`config.mk`:
```
export PLATFORM = sky130hd
export DESIGN_NAME = aes_dec_round_ctrl
export DESIGN_NICKNAME = d
export VERILOG_FILES = /design/src/rtl/aes_pkg.sv /design/src/rtl/aes_nr_lut.sv /design/src/rtl/aes_dec_round_ctrl.sv
export SDC_FILE = /design/constraint.sdc
export NUM_CORES = 1
export LEC_CHECK = 0
export ABC_AREA = 1
export BUFFER_PORTS_ARGS = -buffer_cell sky130_fd_sc_hd__buf_4
export CAP_MARGIN = 20
export CORE_MARGIN = 2
export CORE_UTILIZATION = 58
export CTS_CLUSTER_DIAMETER = 120
export DETAILED_ROUTE_END_ITERATION = 6
export GPL_TIMING_DRIVEN = 1
export PLACE_DENSITY = 0.84
export SLEW_MARGIN = 15
export SYNTH_ARGS = -nofsm -noshare
export SYNTH_HDL_FRONTEND = slang
export SYNTH_HIERARCHICAL = 1
export SYNTH_SLANG_ARGS = --single-unit
```
`constraint.sdc`:
```
create_clock -name clk -period 2.5 [get_ports clk]
set_input_delay 0.125 -clock clk [delete_from_list [all_inputs] [get_ports clk]]
set_output_delay 0.125 -clock clk [all_outputs]
set_load 0.01 [all_outputs]
```
`src/rtl/aes_pkg.sv`:
```
// Shared AES encodings, round counts and controller state type.
// Used by the decrypt controller and by the encrypt controller.
package aes_pkg;

  localparam logic [1:0] MODE_128 = 2'd0;
  localparam logic [1:0] MODE_192 = 2'd1;
  localparam logic [1:0] MODE_256 = 2'd2;
  localparam logic [1:0] MODE_ILL = 2'd3;

  localparam int NR_128 = 10;
  localparam int NR_192 = 12;
  localparam int NR_256 = 14;

  // Round number at which the datapath performs its final transform.
  localparam int ROUND_LAST = 2;

  typedef enum logic [1:0] {
    IDLE  = 2'd0,
    LOAD  = 2'd1,
    RUN   = 2'd2,
    ABORT = 2'd3
  } dec_state_t;

  function automatic logic mode_legal(input logic [1:0] m);
    return m != MODE_ILL;
  endfunction

endpackage

```
`src/rtl/aes_nr_lut.sv`:
```
// Key size to round count (Nr) and starting round number (Nr + ROUND_LAST).
// Purely combinational; shared by the encrypt and decrypt controllers.
module aes_nr_lut
  import aes_pkg::*;
#(
  parameter int RW = 5,
  parameter int KW = 4
) (
  input  logic [1:0]    mode,
  output logic [KW-1:0] nr,
  output logic [RW-1:0] round_init
);

  always_comb begin
    nr = KW'(NR_128);
    case (mode)
      MODE_192: nr = KW'(NR_192);
      MODE_256: nr = KW'(NR_256);
      default:  nr = KW'(NR_128);
    endcase
    round_init = RW'(nr) + RW'(ROUND_LAST);
  end

endmodule

```
`src/rtl/aes_dec_round_ctrl.sv`:
```
// Inverse-round sequencer for the AES decrypt datapath and key store.
// Defining AES_DEC_BLKCNT_EN adds the blk_cnt completed-block counter output.
module aes_dec_round_ctrl
  import aes_pkg::*;
#(
  parameter int RW = 5,
  parameter int KW = 4
) (
  input  logic          clk,
  input  logic          rst_n,
  input  logic          start,
  input  logic [1:0]    mode_in,
  input  logic          keygen,
  input  logic          enc,
  output logic          set,
  output logic [RW-1:0] round,
  output logic [1:0]    mode,
  output logic [KW-1:0] key_idx,
  output logic          done,
  output logic          busy,
  output logic          err
`ifdef AES_DEC_BLKCNT_EN
  ,
  output logic [15:0]   blk_cnt
`endif
);

  dec_state_t    state;
  logic [RW-1:0] round_q;
  logic [KW-1:0] nr;
  logic [RW-1:0] round_init;
  logic [RW-1:0] round_last;
  logic          hold;
  logic          last;

  assign round_last = RW'(ROUND_LAST);
  assign hold       = keygen | enc;
  assign last       = (state == RUN) && (round_q == round_last);

  aes_nr_lut #(
    .RW(RW),
    .KW(KW)
  ) u_nr_lut (
    .mode       (mode),
    .nr         (nr),
    .round_init (round_init)
  );

  // During LOAD the round/key values come straight from the lookup on the
  // freshly captured mode; from RUN onwards the counter register drives them.
  always_comb begin
    round   = round_q;
    key_idx = '0;
    if (state == LOAD) begin
      round   = round_init;
      key_idx = nr;
    end else if (round_q >= round_last) begin
      key_idx = KW'(round_q - round_last);
    end
  end

  // A shared-resource claim in the final round suppresses the done pulse.
  assign done = last && !hold;

  always_ff @(posedge clk or negedge rst_n) begin
    if (!rst_n) begin
      state   <= IDLE;
      set     <= 1'b0;
      busy    <= 1'b0;
      mode    <= MODE_128;
      err     <= 1'b0;
      round_q <= '0;
    end else begin
      case (state)
        IDLE: begin
          if (start) begin
            if (!mode_legal(mode_in)) begin
              err <= 1'b1;
            end else if (!hold) begin
              mode  <= mode_in;
              err   <= 1'b0;
              set   <= 1'b1;
              busy  <= 1'b1;
              state <= LOAD;
            end
          end
        end
        LOAD: begin
          set <= 1'b0;
          if (hold) begin
            busy    <= 1'b0;
            round_q <= '0;
            state   <= ABORT;
          end else begin
            round_q <= round_init;
            state   <= RUN;
          end
        end
        RUN: begin
          if (hold) begin
            busy    <= 1'b0;
            round_q <= '0;
            state   <= ABORT;
          end else if (last) begin
            busy    <= 1'b0;
            round_q <= '0;
            state   <= IDLE;
          end else begin
            round_q <= round_q - 1'b1;
          end
        end
        ABORT: begin
          state <= IDLE;
        end
        default: begin
          set     <= 1'b0;
          busy    <= 1'b0;
          round_q <= '0;
          state   <= IDLE;
        end
      endcase
    end
  end

`ifdef AES_DEC_BLKCNT_EN
  always_ff @(posedge clk or negedge rst_n) begin
    if (!rst_n) begin
      blk_cnt <= '0;
    end else if (done) begin
      blk_cnt <= blk_cnt + 16'd1;
    end
  end
`endif

endmodule

```
# Word level (Yosys, flattened, before mapping)
# Cells that the tools add are included.
[totals]
out_inout_bits = 15
input_bits = 7
elab_cells = 62
ff_bits = 12
[classes]
n_lt_le_gt_ge = 1
bitwise_logic = 2
reduce_logical = 12
eq_ne = 13
n_addsub = 3
muxes = 25
[op_table]
columns = ["operator", "n"]
rows = [
  ["5-bit 2-to-1 mux", 4],
  ["2-bit != test (second input constant)", 6],
  ["4-bit AND reduction", 3],
  ["2-bit 2-to-1 mux", 5],
  ["5-bit case mux with 2 select lines", 1],
  ["1-bit 2-to-1 mux", 9],
  ["4-bit 2-to-1 mux", 2],
  ["2-bit case mux with 4 select lines", 1],
  ["2-bit equality test (second input constant)", 3],
  ["3-bit case mux with 2 select lines", 1],
  ["6-bit AND reduction", 1],
  ["4-bit by 2-bit adder with 5-bit output (second input constant)", 1],
  ["5-bit by 2-bit equality test with 1-bit output (second input constant)", 1],
  ["5-bit by 2-bit >= comparator with 1-bit output (second input constant)", 1],
  ["5-bit by 1-bit subtractor with 5-bit output (second input constant)", 1],
  ["2-bit by 1-bit equality test with 1-bit output (second input constant)", 2],
  ["2-bit nonzero test", 2],
  ["4-bit by 2-bit subtractor with 4-bit output (second input constant)", 1],
  ["3-bit != test (second input constant)", 1],
  ["1-bit case mux with 3 select lines", 1],
  ["3-bit AND reduction", 1],
  ["3-bit nonzero test", 1],
  ["1-bit logical AND", 2],
  ["2-bit zero test", 1],
  ["4 further kinds", 4],
]

# Depth between registers and ports, before layout
[logic_depth]
word_depth = 5
depth_mapped = 9
ltp_nobuf = 9

# By module
# Netlist, hierarchy kept.
[by_module_without_submodules]
columns = ["mod", "area_per_inst_um2", "cells_each", "n_inst", "seq_area_each_um2"]
rows = [
  ["aes_dec_round_ctrl", 985.9, 145, 1, 300.3],
  ["aes_nr_lut", 106.4, 15, 1, 0.0],
]

# Least setup slack after synthesis
# OpenSTA, ideal clock, no wires.
[synth_path]
kind = "reg2out"
startpoint = "reg state[1]"
endpoint = "out round[3]"
required_time_ns = 2.375
t_arrival_ns = 1.246
path_stages_with_launch = 6
setup_slack_ns = 1.129
path_buffers = 2
path_cell_list = "dfrtp_1 inv_1 ha_1 buf_2 buf_2 o21ai_0"
[synth_between]
elab_chain_len = 2
[synth_rtl]
columns = ["element", "line_no", "text"]
rows = [
  ["start: declaration", "aes_dec_round_ctrl.sv:28", "dec_state_t state;"],
  ["start signal: assignment", "aes_dec_round_ctrl.sv:67", "state <= IDLE;"],
  ["start signal: assignment", "aes_dec_round_ctrl.sv:84", "state <= LOAD;"],
  ["start signal: assignment", "aes_dec_round_ctrl.sv:93", "state <= ABORT;"],
  ["2-bit by 1-bit equality test with 1-bit output", "aes_dec_round_ctrl.sv:54", "if (state == LOAD) begin"],
  ["5-bit 2-to-1 mux", "aes_dec_round_ctrl.sv:54", ""],
  ["end: declaration", "aes_dec_round_ctrl.sv:16", "output logic [RW-1:0] round,"],
]
# Every way passes these cells.

# Worst setup path after layout
[layout_path]
startpoint = "reg state[1]"
endpoint = "out key_idx[0]"
[layout_between]
elab_chain_len = 2
[layout_rtl]
columns = ["element", "line_no", "text"]
rows = [
  ["2-bit by 1-bit equality test with 1-bit output", "aes_dec_round_ctrl.sv:54", ""],
  ["4-bit 2-to-1 mux", "aes_dec_round_ctrl.sv:54", ""],
  ["end: declaration", "aes_dec_round_ctrl.sv:18", "output logic [KW-1:0] key_idx,"],
]
# Every way passes these cells.

==> reports/summary.log <==
INFO  die            die_w=47.40microns
INFO  routing        final_antenna_net_count=0
INFO  sta            layout_min_cycle_time=1.985ns
INFO  final_layout   fin_area=1287squm
INFO  die            num_rows=15
INFO  grt            grt_util_met3=0.02308
INFO  placement      postPlaceCellArea=1241squm
INFO  synthesis      synth.distinct_cells=24
INFO  grt            global_route.overflow_total=0
INFO  routing        drt-total-wl=2300microns
INFO  placement      placedCellCount=200
INFO  final_layout   multi_input_area=650.6squm
INFO  grt            gr-usage-met1=0.2925
INFO  die            initial_utilization=0.6258
INFO  sta            finalHoldViolations=0
INFO  worst_hold_path worstHoldPathCells=3
INFO  critical_path  logic_depth_of_the_worst_register_to_register_path=6
INFO  sta            layout_worst_path_cycle_share=0.7939
INFO  synthesis      netlist_instances=160
INFO  clocking       post-cts-setup-buffers=0
INFO  sta            worst_slew_margin_rel=0.6379
INFO  die            die_area=2246squm
INFO  clocking       cts.repair.resized=0
INFO  routing        number_of_drc_markers_in_iteration_0=26
INFO  power_and_ir_drop p_leak=0.6985nW
INFO  clocking       cts_made_buffers=3
INFO  routing        wire_per_inst=11.22microns
INFO  critical_path  crit_path_cell_chain=inv_1 -> ha_1 -> inv_1 -> nand2_1 -> o21ai_0 -> buf_4
INFO  sta            timing.clock.skew=0.003330ns
INFO  run            drv_cap=0
INFO  synthesis      flip_flop_and_latch_count_after_synthesis=12
INFO  sta            setup_viol_count_final=0
INFO  synthesis      seq_area_frac_synth=0.2749
INFO  clocking       clock_tree.root_cell=sky130_fd_sc_hd__clkbuf_4
INFO  critical_path  worstPathMaxFanout=17
INFO  critical_path  timing.critical_path.slowest_cell_delay=0.51ns
INFO  grt            grt_usage=0.2410
INFO  placement      gp_congestion=0.8351
INFO  critical_path  end_kind=primary output
INFO  routing        dr_total_vias=1034
INFO  run_status     status=finished clean
INFO  final_layout   finish.cell_count_without_fillers=205
INFO  worst_hold_path hold_end=mode[0]
INFO  clocking       cts_buffer_depth=2
INFO  die            core_area=1745squm
INFO  synthesis      ys.warnings.count=6
INFO  worst_hold_path worst_hold_startpoint=mode_in[0]
INFO  die            die_y=47.40microns
INFO  final_layout   nets=201
INFO  grt            grt-busiest-layer=met2
INFO  critical_path  setup.reg_to_reg.worst_slack=0.92ns
INFO  power_and_ir_drop pwr_density_cell=1430nW/um^2
INFO  critical_path  launching_point_of_the_worst_reg2reg_path=state[1]
INFO  sta            rsz0062_at_grt=false
INFO  critical_path  critical_path.n_buffers_inverters=3
INFO  routing        detailedRoute.firstPassIterationCount=5
INFO  final_layout   area_growth_from_synthesis_to_final_layout=17.87%
INFO  final_layout   n_fill_cell=148
INFO  critical_path  critical-path-top-delay-family=adder cells
INFO  sta            slew_violations=0
INFO  critical_path  worstSetupStartpointType=flop
INFO  clocking       clk-insertion-delay-late=0.28ns
INFO  sta            fmax=503.8MHz
INFO  synthesis      cell_area_after_technology_mapping=1092squm
INFO  final_layout   antenna_cells=0
INFO  final_layout   most-common-layout-cells=sky130_fd_sc_hd__nand2_1 (42), sky130_fd_sc_hd__inv_1 (23), sky130_fd_sc_hd__buf_4 (21), sky130_fd_sc_hd__nor2_1 (14), sky130_fd_sc_hd__ha_1 (13)
INFO  critical_path  worst_ep_required_time=2.38ns
INFO  critical_path  cp-startpoint=state[1]
INFO  critical_path  timing.rr.end=state[0]
INFO  die            io_pins=22
INFO  placement      io_buffers=21
INFO  critical_path  timing_worst_setup_path_type=reg -> out
INFO  grt            first_global_vias=929
INFO  grt            grt_first_pass_wirelength=3739microns
INFO  clocking       tritoncts=done
INFO  clocking       worst_setup_hold_path_clk_slew=0.08ns
INFO  critical_path  path_common_cell=sky130_fd_sc_hd__inv_1
INFO  final_layout   final-seq-area=300.3squm
INFO  placement      detailedPlacementHpwl=1810microns
INFO  worst_hold_path worst_hold_path_type=in -> reg
INFO  final_layout   share_of_final_layout_standard_cells_stronger_than_drive_strength_1=0.2111
INFO  clocking       cts_num_sinks=12
INFO  critical_path  timing.critical_path.slowest_stage_cell=sky130_fd_sc_hd__ha_1
INFO  routing        vias_per_cell=5.044
INFO  sta            finalSetupTns=0ns
INFO  power_and_ir_drop ir_drop=0.0008182V
INFO  final_layout   layout_commonest_cell=sky130_fd_sc_hd__nand2_1
INFO  routing        post_detailed_route_drc_marker_count=0
INFO  grt            number_of_antenna_violations_at_the_first_check_in_global_routing=0
INFO  synthesis      synth_area_per_cell=6.827squm
INFO  sta            worst_margin_slew=0.5432ns
INFO  grt            globalRouteMet2Util=0.4216
INFO  grt            grt_start_max_net_pins=18
INFO  clocking       number_of_h_tree_levels=1
INFO  critical_path  worst-endpoint-arrival=1.86ns
[power breakdown]
group	switching (mW)	total (mW)	internal [mW]
sequential	0.113	0.408	0.295
combinational	0.731	1.28	0.545
clock	0.0683	0.157	0.0887
[per-layer routing]
layer	part of all wire	wire length, microns	up-vias
met5	0	0	-
met4	0.018	42	0
met3	0.047	109	5
met2	0.49	1124	35
met1	0.44	1023	457
li1	-	-	537
[registers in the layout (all words and copies together), names as in the netlist]
signal and cells:
round_q 5, err 1, mode 2, busy 1
state 2, set 1
[cell families (layout without fill, tap and decap cells)]
kind of cell,Yosys count,after routing,share of synthesized area
compound gates,23,23,0.1260
xor+xnor,1,1,0.008020
fa+ha+maj,13,13,0.1489
buf+inv,34,53,0.1329
flops,12,12,0.2749
other cells,2,3,0.006875
simple gates,75,75,0.3024
[worst reg2reg max path: cells and delay by family (launching register included)]
kind / cells / cell delay [ns]
compound gates: 2 / 0.21
buf+inv: 2 / 0.27
flops: 1 / 0.44
fa+ha+maj: 1 / 0.51
simple gates: 1 / 0.09
[layout make-up]
type                       count  share of cell area
clock buffer                   4             0.02818
timing repair buffer          22              0.1302
tap                           25             0.02430
multi-input combinational    115              0.5053
inverter                      27             0.07872
sequential                    12              0.2332
[cell usage after synthesis (all sizes together)]
library cell,n,share of area
a21oi,8,0.050
a31oi,1,0.0057
buf,6,0.037
clkbuf,1,0.0034
clkinv,2,0.0069
conb,2,0.0069
dfrtp,12,0.27
ha,13,0.15
inv,25,0.086
nand2,46,0.17
nand3,11,0.050
nand4,2,0.011
nor2,16,0.069
o21ai,13,0.063
o31ai,1,0.0069
xor2,1,0.0080
[worst max-delay path by stage]
| stage | depth (start not counted) | to |
|---|---|---|
| floorplan | 5 | round[3] |
| global placement | 6 | round[0] |
| detailed placement | 6 | key_idx[0] |
| CTS | 6 | key_idx[0] |
| global route | 6 | round[0] |
| finish | 6 | key_idx[0] |
[through the flow]
step                      setup WS [ns]  power [mW]  hold slack (ns)    util
after floorplan                   1.129       1.262          -0.1706       -
after global placement           0.9437       1.626         -0.02754  0.7111
after detailed placement         0.8402       1.678         -0.02464  0.7111
after CTS                        0.5255       1.845          0.04385  0.7376
after global routing             0.3947       2.021          0.08005  0.7376
final                            0.5152       1.841          0.04899  0.7376
[what timing repair did]
| item | in CTS | in global routing |
|---|---|---|
| hold buffers | 1 | 0 |
| hold endpoints to repair | 12 | 0 |
| endpoints found under the setup margin | 0 | 0 |
Power figures use the tool's default switching activity.
